[src/rtl/bicubic_pkg.sv]
// -----------------------------------------------------------------------------
// bicubic_pkg
// Shared definitions for the bicubic weight divider:
//   DW_DEF  - default dividend/quotient width (40-bit bicubic weight product)
//   VW_DEF  - default divisor/remainder width
//   CNT_W   - width of the iteration counter (holds 0..DW)
//   state_e - divider FSM state encoding
// Optional feature macro: BICUBIC_DIV_ROUND_EN adds the ROUND state.
// -----------------------------------------------------------------------------
package bicubic_pkg;

   localparam int DW_DEF = 40;
   localparam int VW_DEF = 20;
   localparam int CNT_W  = 6;

`ifdef BICUBIC_DIV_ROUND_EN
   typedef enum logic [1:0] {
      IDLE  = 2'd0,
      BUSY  = 2'd1,
      ROUND = 2'd2,
      DONE  = 2'd3
   } state_e;
`else
   typedef enum logic [1:0] {
      IDLE  = 2'd0,
      BUSY  = 2'd1,
      DONE  = 2'd3
   } state_e;
`endif

endpackage

[src/rtl/bicubic_div_step.sv]
// -----------------------------------------------------------------------------
// bicubic_div_step
// One combinational restoring-division iteration: shift the next dividend bit
// into the partial remainder, trial-subtract the divisor, keep the difference
// when it does not borrow and emit the matching quotient bit.
// Ports:
//   rem_i     - partial remainder before this step (VW+1 bits)
//   msb_i     - next dividend bit, MSB first
//   divisor_i - divisor
//   rem_o     - partial remainder after this step
//   qbit_o    - quotient bit produced by this step
// -----------------------------------------------------------------------------
module bicubic_div_step #(
   parameter int VW = 20
) (
   input  logic [VW:0]   rem_i,
   input  logic          msb_i,
   input  logic [VW-1:0] divisor_i,
   output logic [VW:0]   rem_o,
   output logic          qbit_o
);

   logic [VW:0]   shifted;
   logic [VW+1:0] trial;

   // The remainder entering a step is always below the divisor, so its top
   // bit is zero in normal operation; should it ever be set the shifted value
   // is certainly larger than any divisor and the subtraction must be taken.
   assign shifted = {rem_i[VW-1:0], msb_i};
   assign trial   = {1'b0, shifted} - {2'b00, divisor_i};
   assign qbit_o  = rem_i[VW] | ~trial[VW+1];
   assign rem_o   = qbit_o ? trial[VW:0] : shifted;

endmodule

[src/rtl/bicubic_div.sv]
// -----------------------------------------------------------------------------
// bicubic_div
// Multi-cycle unsigned divider for bicubic weight normalisation. Restoring
// division, one quotient bit per clock, with valid/ready handshakes on both
// sides. A zero divisor bypasses the iteration and reports all-ones quotient.
// Ports:
//   clk, rst_n           - clock, synchronous active-low reset
//   in_valid / in_ready  - operand handshake (ready only while idle)
//   dividend, divisor    - unsigned operands, captured on acceptance
//   out_valid / out_ready- result handshake (result held until taken)
//   quotient, remainder  - unsigned results
//   div_by_zero          - set when the captured divisor was zero
// Optional feature macro: BICUBIC_DIV_ROUND_EN rounds the quotient to nearest
// (saturating) in an extra ROUND cycle; remainder stays unrounded.
// -----------------------------------------------------------------------------
module bicubic_div
   import bicubic_pkg::*;
#(
   parameter int DW = DW_DEF,
   parameter int VW = VW_DEF
) (
   input  logic          clk,
   input  logic          rst_n,
   input  logic          in_valid,
   output logic          in_ready,
   input  logic [DW-1:0] dividend,
   input  logic [VW-1:0] divisor,
   output logic          out_valid,
   input  logic          out_ready,
   output logic [DW-1:0] quotient,
   output logic [VW-1:0] remainder,
   output logic          div_by_zero
);

   localparam logic [CNT_W-1:0] LAST_ITER = CNT_W'(DW - 1);

   state_e           state_q, state_d;
   logic [DW-1:0]    quo_q, quo_d;
   logic [VW:0]      rem_q, rem_d;
   logic [VW-1:0]    dvs_q, dvs_d;
   logic             dz_q, dz_d;
   logic [CNT_W-1:0] cnt_q, cnt_d;

   logic [VW:0]      step_rem;
   logic             step_qbit;

`ifdef BICUBIC_DIV_ROUND_EN
   // Round half up: bump the quotient when 2*remainder >= divisor, never
   // wrapping past all ones.
   function automatic logic [DW-1:0] round_quo(input logic [DW-1:0] q,
                                               input logic [VW:0]   r,
                                               input logic [VW-1:0] d);
      logic [VW+1:0] twice_r;
      twice_r = {r, 1'b0};
      if (twice_r >= {2'b00, d}) begin
         if (&q) return q;
         return q + DW'(1);
      end
      return q;
   endfunction
`endif

   // The quotient register doubles as the dividend shifter: each step takes
   // its MSB into the remainder and shifts the new quotient bit in at the LSB.
   bicubic_div_step #(.VW(VW)) u_step (
      .rem_i     (rem_q),
      .msb_i     (quo_q[DW-1]),
      .divisor_i (dvs_q),
      .rem_o     (step_rem),
      .qbit_o    (step_qbit)
   );

   always_comb begin
      state_d   = state_q;
      quo_d     = quo_q;
      rem_d     = rem_q;
      dvs_d     = dvs_q;
      dz_d      = dz_q;
      cnt_d     = cnt_q;
      in_ready  = 1'b0;
      out_valid = 1'b0;

      case (state_q)
         IDLE: begin
            in_ready = 1'b1;
            if (in_valid) begin
               if (divisor == '0) begin
                  quo_d   = '1;
                  rem_d   = {1'b0, dividend[VW-1:0]};
                  dz_d    = 1'b1;
                  state_d = DONE;
               end else begin
                  quo_d   = dividend;
                  rem_d   = '0;
                  dvs_d   = divisor;
                  dz_d    = 1'b0;
                  cnt_d   = '0;
                  state_d = BUSY;
               end
            end
         end
         BUSY: begin
            quo_d = {quo_q[DW-2:0], step_qbit};
            rem_d = step_rem;
            cnt_d = cnt_q + CNT_W'(1);
            if (cnt_q == LAST_ITER) begin
`ifdef BICUBIC_DIV_ROUND_EN
               state_d = ROUND;
`else
               state_d = DONE;
`endif
            end
         end
`ifdef BICUBIC_DIV_ROUND_EN
         ROUND: begin
            quo_d   = round_quo(quo_q, rem_q, dvs_q);
            state_d = DONE;
         end
`endif
         DONE: begin
            out_valid = 1'b1;
            if (out_ready) state_d = IDLE;
         end
         default: state_d = IDLE;
      endcase
   end

   always_ff @(posedge clk) begin
      if (!rst_n) begin
         state_q <= IDLE;
         quo_q   <= '0;
         rem_q   <= '0;
         dz_q    <= 1'b0;
         cnt_q   <= '0;
      end else begin
         state_q <= state_d;
         quo_q   <= quo_d;
         rem_q   <= rem_d;
         dvs_q   <= dvs_d;
         dz_q    <= dz_d;
         cnt_q   <= cnt_d;
      end
   end

   assign quotient    = quo_q;
   assign remainder   = rem_q[VW-1:0];
   assign div_by_zero = dz_q;

endmodule

[config.mk]
export PLATFORM = sky130hd
export DESIGN_NAME = bicubic_div
export DESIGN_NICKNAME = d
export VERILOG_FILES = /design/src/rtl/bicubic_pkg.sv /design/src/rtl/bicubic_div_step.sv /design/src/rtl/bicubic_div.sv
export SDC_FILE = /design/constraint.sdc
export NUM_CORES = 1
export LEC_CHECK = 0
export ABC_AREA = 1
export BUFFER_PORTS_ARGS = -buffer_cell sky130_fd_sc_hd__buf_2
export CORE_UTILIZATION = 50
export DETAILED_ROUTE_END_ITERATION = 12
export PLACE_DENSITY = 0.76
export REMOVE_ABC_BUFFERS = 1
export SLEW_MARGIN = 20
export SYNTH_ARGS = -nofsm -noshare
export SYNTH_HDL_FRONTEND = slang
export SYNTH_SLANG_ARGS = --single-unit
[constraint.sdc]
create_clock -name clk -period 2.4 [get_ports clk]
set_input_delay 0 -clock clk [delete_from_list [all_inputs] [get_ports clk]]
set_output_delay 0 -clock clk [all_outputs]
set_load 0.02 [all_outputs]
==> impl_metrics.csv, run 1 <==
group,metric,value,unit
synth,syn_area,5840,sq um
global_routing,busiest_layer,"met2",
synth,synth.ff_latch_count,90,
routing,post_drt_wl_per_cell,14.5,um
setup_path,cp-end-kind,"register",
synth,synth_compound_area_share,17.6,%
routing,ant_nets,0,
power,combPwrFrac,43.9,%
power,clkPwrFrac,24.1,%
synth,yosysWarnings,0,
synth,yosysSeqAreaShare,34.3,%
clocking,clock-sinks,90,
place,hpwlAfterDp,11700,um
power,ir_worst_vdd,0.881,mV
clocking,tritoncts,"yes",
routing,vias,6015,
clocking,htreeDepth,3,
power,p_leak,3.78,nW
synth,ys_types,48,
sta,final-setup-viol-count,0,
setup_path,startpoint_type,"primary input",
floorplanning,die_w,110,um
sta,max_slew.worst_pin.slew,0.739,ns
global_routing,grt_pass1_vias,5494,
floorplanning,start_util,51.2,%
power,switchingPower,2.60,mW
place,place.gp.congestion,0.962,
setup_path,critPathMaxFanout,17,
clocking,cts.path.max_buffers,2,
sta,max_freq,446,MHz
global_routing,use_met1,37.6,%
power,intPower,3.61,mW
global_routing,grt_pass1_wl,26500,um
synth,synthXorXnorAreaFrac,0.749,%
clocking,clk_pin_slew,0.06,ns
sta,finalCritPeriodShare,93.3,%
outcome,status,"finished, final reports clean",
floorplanning,io_pins,127,
floorplanning,rows,39,
global_routing,grt_usage,28.3,%
sta,skew,0.00540,ns
clocking,clockRootBuffer,"clkbuf_16",
layout,antenna_cells,0,
routing,drc,0,
sta,slew_headroom,50.7,%
worst_hold_path,min_path_type,"in2reg",
layout,nets,1078,
sta,hold_viol,0,
power,total_power,6.21,mW
setup_path,criticalPathCategory,"in2reg",
clocking,cts_made_buffers,9,
routing,first_iter_violations,536,
place,portBuffers,126,
sta,fin_tns_setup,0,ns
place,pre_cts_ws,0.217,ns
layout,stdcell_count,1140,
power,netSwitchingFraction,41.8,%
layout,final_area,7270,sq um
synth,synth_fa_ha_area_share,4.84,%
layout,area_delta_synth_final,24.3,%
global_routing,grt_max_degree,31,
global_routing,antenna_found_initial,0,
power,power_density,855,nW/um^2
sta,fin_crit,2.24,ns
layout,drive_above_1_share,21.3,%
clocking,worstSkewPairLatency,0.35,ns
global_routing,use_met3,5.35,%
sta,rsz0062_at_grt,"no",
synth,synth_edf_count,20,
global_routing,grt-ovfl-total,0,
setup_path,worstPathArrival,2.54,ns
synth,synth_mux_area_share,0,%
synth,synth_ff_type,"dfxtp_1",
setup_path,required,2.70,ns
place,placed_cell_area,6420,sq um
routing,detail_route.wirelength,16500,um
synth,synth_top_family_by_area,"simple AND/OR/NAND/NOR gates",
floorplanning,die_area,12100,sq um
synth,synth-async-reset-ratio,0,%
power,p_seq_share,32.0,%
routing,first_pass_iters,8,
synth,synthSimpleGateAreaFrac,26.6,%
sta,setup_ws,0.160,ns
routing,viasPerCell,5.28,
sta,timing.final.max_slew_violations,0,
layout,utilization,63.6,%
floorplanning,core_area,11400,sq um
run,max_cap_viol_count,0,
synth,synth_cells,840,
sta,whs,0.00528,ns
synth,syn_area_per_cell,6.96,sq um
place,place_inst,1071,
floorplanning,die_h,110,um
global_routing,use_met2,46.2,%
logic make-up after synthesis:
group,count (synthesis)
XOR/XNOR,5
AO/OA/AOI/OAI,166
adder cells (fa/ha/maj),22
buffers and inverters,213
flip-flops,90
AND/OR/NAND/NOR,344
critical path, stage by stage:
cell           delay (ns)
dlygate4sd3_1        0.54
buf_2                0.13
nor2_1               0.10
nand2_1              0.07
nor2_1               0.27
nand3_1              0.30
nor2_2               0.63
a21oi_1              0.24
nand3_1              0.14
nand2_1              0.05
inv_1                0.04
flip-flops by register name, indices dropped and copies added, names as in the netlist:
name / count
quotient: 40
dvs_q: 20
state_q: 2
rem_q: 21
div_by_zero: 1
cnt_q: 6
synthesized netlist by cell type, types with 6 or more instances:
cell type / count / share of area, %
nand3_1: 37 / 3.2
edfxtp_1: 20 / 10
a21oi_2: 11 / 1.6
inv_1: 158 / 10
dfxtp_1: 70 / 24
o21ai_0: 51 / 4.4
a21oi_1: 54 / 4.6
or2_2: 14 / 1.5
o2111ai_1: 7 / 1.0
nand2_2: 10 / 1.1
nor3_1: 6 / 0.51
ha_1: 21 / 4.5
buf_2: 7 / 0.60
buf_4: 22 / 2.8
nor2_1: 62 / 4.0
nand4_1: 7 / 0.75
clkbuf_1: 13 / 0.83
a221oi_1: 20 / 3.0
nand2_1: 184 / 12
area by class of cell:
| type | instances | area, sq um |
|---|---|---|
| Clock inverter | 6 | 60.1 |
| Sequential cell | 90 | 2000 |
| Timing Repair Buffer | 190 | 1240 |
| Multi-Input combinational cell | 538 | 2930 |
| Inverter | 163 | 612 |
| Tap cell | 143 | 179 |
| Clock buffer | 10 | 250 |
| Fill cell | 1054 | 4150 |
power groups by stage:
stage	Combinational, mW	Sequential [mW]	Clock [mW]
final	2.73	1.98	1.50
after global routing	3.04	2.02	1.57
after CTS	2.66	1.98	1.51
after detailed placement	2.58	2.01	0
after floorplan	1.56	2.25	0
after global placement	2.56	2.00	0
path summary, 6_finish.rpt:
check,startpoint,end,slack (ns),cells past startpoint
hold reg to reg,rem_q[20]$_SDFFE_PN0P_,rem_q[20]$_SDFFE_PN0P_,0.47,2
setup reg to reg,dvs_q[0]$_DFFE_PP_,rem_q[16]$_SDFFE_PN0P_,0.19,13
hold / removal,dividend[8],quotient[8]$_SDFFE_PN0P_,0.005,5
setup / recovery,divisor[7],rem_q[11]$_SDFFE_PN0P_,0.16,11
repair_timing:
action / 4_1_cts / 5_1_grt
endpoints found under the setup margin: 0 / 3
hold endpoints to repair: 53 / 0
gates resized for setup: 0 / 1
buffers inserted: 0 / 1
hold buffers: 51 / 0
metal layers:
metal	routed length (um)	up-vias
li1	-	2994
met1	7380	2757
met2	7640	232
met3	1090	32
met4	377	0
met5	0	-
layout by cell type, fill, tap and decap left out, drive strengths merged:
cell type,Yosys,final
buf,35,139
dlygate4sd3,0,51
nand3b,5,5
o21a,1,1
nand4,7,7
or2,14,14
nor3,7,7
and2,3,3
a22oi,2,2
clkbuf,13,10
xnor2,4,4
nand3,41,41
clkinv,0,3
fa,1,1
nor4,1,1
edfxtp,20,20
dfxtp,70,70
o221a,1,1
a221oi,20,20
o21ai,56,56
o221ai,4,4
nand2,196,197
ha,21,21
xor2,1,1
bufinv,0,1
a31oi,5,5
o41ai,1,1
nor2,68,68
o2111ai,7,7
inv,163,165
o21bai,1,1
a21oi,66,66
nor3b,2,2
o211ai,2,2
Power figures use the tool's default switching activity.
==> run 2, diff against run 1 <==
--- a/config.mk
+++ b/config.mk
@@ -7,6 +7,8 @@
 export LEC_CHECK = 0
 export ABC_AREA = 1
 export BUFFER_PORTS_ARGS = -buffer_cell sky130_fd_sc_hd__buf_2
+export CORE_ASPECT_RATIO = 0.9
+export CORE_MARGIN = 5
 export CORE_UTILIZATION = 50
 export DETAILED_ROUTE_END_ITERATION = 12
 export PLACE_DENSITY = 0.76
==> impl_metrics.csv, run 2 (synthesized netlist as in run 1, its figures left out) <==
group,metric,value,unit
floorplanning,core_area,11400,sq um
setup_path,required,2.68,ns
layout,final_area,7250,sq um
routing,vias,5929,
setup_path,crit_chain,"ha_1 -> a21oi_1 -> o21bai_1 -> a21oi_4 -> nand2_8 -> nor2_4 -> inv_1 -> nor2_1 -> nor2_1 -> nor2_1",
setup_path,crit_family,"compound AO/OA/AOI/OAI gates",
outcome,status,"finished, final reports clean",
setup_path,cp_common_cell,"nor2_1",
sta,fin_crit,2.21,ns
run,max_cap_viol_count,0,
sta,setup_ws,0.195,ns
global_routing,antenna_found_initial,0,
global_routing,grt_usage,23.9,%
place,portBuffers,126,
layout,antenna_cells,0,
setup_path,worstPathArrival,2.48,ns
setup_path,cp_num_buf_inv,1,
layout,nets,1077,
clocking,clockRootBuffer,"clkbuf_16",
clocking,clk_pin_slew,0.06,ns
sta,max_slew.worst_pin.slew,0.459,ns
layout,largest_reg_flops,40,
floorplanning,die_h,113,um
routing,ant_nets,0,
routing,first_iter_violations,575,
sta,finalCritPeriodShare,91.9,%
layout,drive_above_1_share,21.1,%
floorplanning,die_w,124,um
global_routing,grt_pass1_wl,27100,um
routing,detail_route.wirelength,16600,um
sta,max_freq,453,MHz
place,place_inst,1085,
sta,final-setup-viol-count,0,
global_routing,grt_pass1_vias,5527,
setup_path,cpPeakStageDelay,0.38,ns
place,hpwlAfterDp,12100,um
place,placed_cell_area,6450,sq um
power,ir_worst_vdd,0.495,mV
sta,rsz0062_at_grt,"no",
clocking,clock-sinks,90,
place,place.gp.congestion,0.946,
sta,hold_viol,0,
setup_path,critPathMaxFanout,26,
sta,slew_headroom,69.0,%
routing,first_pass_iters,6,
floorplanning,rows,37,
clocking,worstSkewPairLatency,0.34,ns
setup_path,criticalPathCategory,"reg2reg",
setup_path,startpoint_type,"register",
power,total_power,6.06,mW
clocking,cts.path.max_buffers,2,
global_routing,grt-ovfl-total,0,
floorplanning,die_area,14000,sq um
sta,timing.final.max_slew_violations,0,
routing,drc,0,
floorplanning,start_util,51.1,%
layout,layout_commonest_cell,"nand2_1",
layout,stdcell_count,1152,
worst_hold_path,min_path_type,"in2reg",
floorplanning,io_pins,127,
clocking,htreeDepth,3,
layout,final_cell_mix,"184 x nand2_1, 158 x inv_1, 126 x buf_2",
clocking,cts_made_buffers,9,
setup_path,cp-end-kind,"register",
power,power_density,836,nW/um^2
setup_path,crit_slowest_cell,"ha_1",
routing,viasPerCell,5.15,
global_routing,grt_max_degree,40,
routing,post_drt_wl_per_cell,14.4,um
power,p_leak,3.76,nW
place,pre_cts_ws,0.207,ns
clocking,tritoncts,"yes",
sta,skew,0.00957,ns
layout,area_delta_synth_final,24.0,%
-- run 2: cell types whose count changed in the layout (fill, tap and decap cells not counted), sizes merged --
cell    before  now
clkbuf      10   11
inv        165  166
nand2      197  196
bufinv       1    0
clkinv       3    2
-- run 2: repair_timing --
| item | CTS | global route |
|---|---|---|
| hold endpoints to repair | 53 | 0 |
| endpoints found under the setup margin | 0 | 7 |
| buffers inserted | 0 | 0 |
| resized for setup | 0 | 1 |
| hold buffers | 51 | 0 |
-- run 2: metal layers --
layer  share of wire (%)  wire length, um  up-vias  track usage, %
met5                   0                0        -               0
met4                 2.1              347        0            7.30
met3                 7.8             1300       32            3.93
met2                  45             7410      249            37.6
met1                  45             7520     2656            33.6
li1                    -                -     2992               -
-- run 2: through the flow --
step	setup TNS [ns]	util, %	hold slack (ns)
2_1_floorplan	-31.48	-	0.0976
3_3_place_gp	0	56.4	0.191
3_5_place_dp	0	56.4	0.194
4_1_cts	0	63.4	0.00388
5_1_grt	0	63.4	0.0346
6_report	0	63.4	0.0109
-- run 2: area by class of cell --
cell class                 instances  area (sq um)
clock inverter                     5          33.8
tap                              156           195
sequential                        90          2000
inverter                         163           612
fill                            1010          4190
clock buffer                      11           254
multi-input combinational        537          2910
timing repair buffer             190          1240
-- run 2: final timing paths --
check / from / to / slack [ns] / depth (start not counted)
max: rem_q[13]$_SDFFE_PN0P_ / rem_q[3]$_SDFFE_PN0P_ / 0.19 / 10
min reg2reg: cnt_q[5]$_SDFFE_PN0P_ / cnt_q[5]$_SDFFE_PN0P_ / 0.47 / 2
min: dividend[9] / quotient[9]$_SDFFE_PN0P_ / 0.01 / 5
max reg2reg: rem_q[13]$_SDFFE_PN0P_ / rem_q[3]$_SDFFE_PN0P_ / 0.19 / 10
-- run 2: worst register-to-register path, cell delays in order, from the launching register on --
cell and delay (ns):
dfxtp_1 0.34, ha_1 0.38, a21oi_1 0.25, o21bai_1 0.15, a21oi_4 0.31, nand2_8 0.20, nor2_4 0.22, inv_1 0.08
nor2_1 0.09, nor2_1 0.04, nor2_1 0.09
-- run 2: where the power goes --
group	internal, mW	leakage (nW)	switching [mW]
clock	0.771	0.146	0.618
combinational	0.933	2.85	1.75
sequential	1.80	0.762	0.188
==> run 3, diff against run 2 <==
--- a/config.mk
+++ b/config.mk
@@ -7,11 +7,13 @@
 export LEC_CHECK = 0
 export ABC_AREA = 1
 export BUFFER_PORTS_ARGS = -buffer_cell sky130_fd_sc_hd__buf_2
+export CELL_PAD_IN_SITES_DETAIL_PLACEMENT = 1
+export CELL_PAD_IN_SITES_GLOBAL_PLACEMENT = 2
 export CORE_ASPECT_RATIO = 0.9
 export CORE_MARGIN = 5
-export CORE_UTILIZATION = 50
+export CORE_UTILIZATION = 27
 export DETAILED_ROUTE_END_ITERATION = 12
-export PLACE_DENSITY = 0.76
+export PLACE_DENSITY = 0.75
 export REMOVE_ABC_BUFFERS = 1
 export SLEW_MARGIN = 20
 export SYNTH_ARGS = -nofsm -noshare
==> impl_metrics.csv, run 3 (synthesized netlist as in run 1, its figures left out) <==
group,metric,value,unit
setup_path,crit_chain,"ha_1 -> nand2_2 -> inv_1 -> nand2_1 -> nand2_1 -> a21oi_2 -> nand2_2 -> nand2_8 -> nand2_8 -> nor2_4 -> inv_1 -> nor2_1 -> nor2_1 -> nor2_1",
global_routing,grt_usage,16.9,%
power,total_power,6.28,mW
setup_path,cp_common_cell,"nor2_1",
setup_path,cp-end-kind,"register",
floorplanning,die_w,165,um
run,max_cap_viol_count,0,
global_routing,grt_pass1_vias,6036,
setup_path,cpPeakStageDelay,0.40,ns
setup_path,critPathMaxFanout,13,
clocking,htreeDepth,3,
routing,detail_route.wirelength,20900,um
routing,first_pass_iters,5,
floorplanning,die_area,24700,sq um
sta,skew,0.00862,ns
setup_path,criticalPathCategory,"reg2reg",
global_routing,grt-ovfl-total,0,
sta,timing.final.max_slew_violations,0,
clocking,clk_pin_slew,0.07,ns
sta,slew_headroom,51.9,%
sta,max_slew.worst_pin.slew,0.721,ns
clocking,clockRootBuffer,"clkbuf_16",
power,p_leak,3.79,nW
routing,vias,5920,
setup_path,crit_slowest_cell,"ha_1",
global_routing,antenna_found_initial,0,
floorplanning,die_h,150,um
setup_path,required,2.69,ns
clocking,worstSkewPairLatency,0.34,ns
power,power_density,834,nW/um^2
layout,drive_above_1_share,22.2,%
layout,nFillCells,2726,
floorplanning,start_util,27.2,%
worst_hold_path,min_path_type,"in2reg",
routing,viasPerCell,4.57,
place,place_inst,1223,
sta,hold_viol,0,
floorplanning,core_area,21500,sq um
place,hpwlAfterDp,15700,um
layout,area_delta_synth_final,28.9,%
clocking,clock-sinks,90,
clocking,tritoncts,"yes",
layout,stdcell_count,1295,
sta,max_freq,447,MHz
place,place.gp.congestion,0.813,
global_routing,grt_pass1_wl,32700,um
power,ir_worst_vdd,0.357,mV
floorplanning,io_pins,127,
place,portBuffers,126,
routing,drc,0,
layout,nets,1086,
clocking,cts.path.max_buffers,2,
layout,antenna_cells,0,
routing,first_iter_violations,193,
setup_path,startpoint_type,"register",
sta,fin_tns_setup,0,ns
sta,rsz0062_at_grt,"yes",
sta,fin_crit,2.24,ns
routing,post_drt_wl_per_cell,16.2,um
outcome,status,"finished, final reports clean",
floorplanning,rows,51,
sta,finalCritPeriodShare,93.2,%
clocking,cts_made_buffers,9,
setup_path,worstPathArrival,2.52,ns
global_routing,grt_max_degree,57,
place,placed_cell_area,6670,sq um
layout,layout_commonest_cell,"nand2_1",
routing,ant_nets,0,
sta,final-setup-viol-count,0,
layout,largest_reg_flops,40,
layout,final_area,7530,sq um
layout,final_cell_mix,"184 x nand2_1, 158 x inv_1, 126 x buf_2",
sta,whs,0.0104,ns
-- run 3: timing repair --
item / CTS / global route
setup endpoints to repair: 5 / 21
hold buffers: 51 / 0
gates cloned: 0 / 1
resized for setup: 2 / 6
setup buffers: 0 / 5
pin swaps: 0 / 3
endpoints found under the hold margin: 52 / 0
-- run 3: metal layers --
layer | up-vias | share of wire [%] | wire [um] | global-route usage, %
li1 | 3012 | - | - | -
met1 | 2769 | 50 | 10500 | 24.0
met2 | 126 | 44 | 9260 | 26.7
met3 | 13 | 5.0 | 1050 | 3.97
met4 | 0 | 0.62 | 129 | 2.54
met5 | - | 0 | 0 | 0
-- run 3: worst max-delay path, delay by kind of cell (launching register included) --
| kind | cells | cell delay, ns |
|---|---|---|
| AND/OR/NAND/NOR | 10 | 1.11 |
| AO/OA/AOI/OAI | 1 | 0.18 |
| flip-flops | 1 | 0.36 |
| buffers and inverters | 2 | 0.13 |
| adder cells (fa/ha/maj) | 1 | 0.40 |
-- run 3: stage by stage --
| stage | setup WS [ns] | util, % |
|---|---|---|
| 3_5_place_dp | -0.0210 | 31.0 |
| 6_report | 0.163 | 35.0 |
| 2_1_floorplan | -0.749 | - |
| 3_3_place_gp | -0.00973 | 31.0 |
| 5_1_grt | -0.0291 | 35.0 |
| 4_1_cts | 0.0276 | 34.6 |
-- run 3: final timing paths --
kind,startpoint,to,slack [ns],cells past startpoint
setup / recovery,rem_q[10]$_SDFFE_PN0P_,rem_q[3]$_SDFFE_PN0P_,0.16,14
setup reg to reg,rem_q[10]$_SDFFE_PN0P_,rem_q[3]$_SDFFE_PN0P_,0.16,14
hold reg to reg,cnt_q[5]$_SDFFE_PN0P_,cnt_q[5]$_SDFFE_PN0P_,0.47,2
hold / removal,dividend[11],rem_q[11]$_SDFFE_PN0P_,0.01,5
-- run 3: layout make-up --
type,instances,area (sq um),share of cell area [%]
Sequential cell,90,2000,26.6
Timing Repair Buffer,198,1340,17.7
Clock inverter,2,13.8,0.183
Multi-Input combinational cell,538,2950,39.2
Tap cell,291,364,4.83
Clock buffer,13,250,3.32
Inverter,163,612,8.12
-- run 3: power breakdown --
| group | internal [mW] | total (mW) | switching, mW | leakage, nW |
|---|---|---|---|---|
| registers | 1.80 | 2.01 | 0.202 | 0.763 |
| clock network | 0.729 | 1.36 | 0.630 | 0.126 |
| logic | 1.03 | 2.92 | 1.88 | 2.90 |
| total | 3.57 | 6.28 | 2.72 | 3.79 |
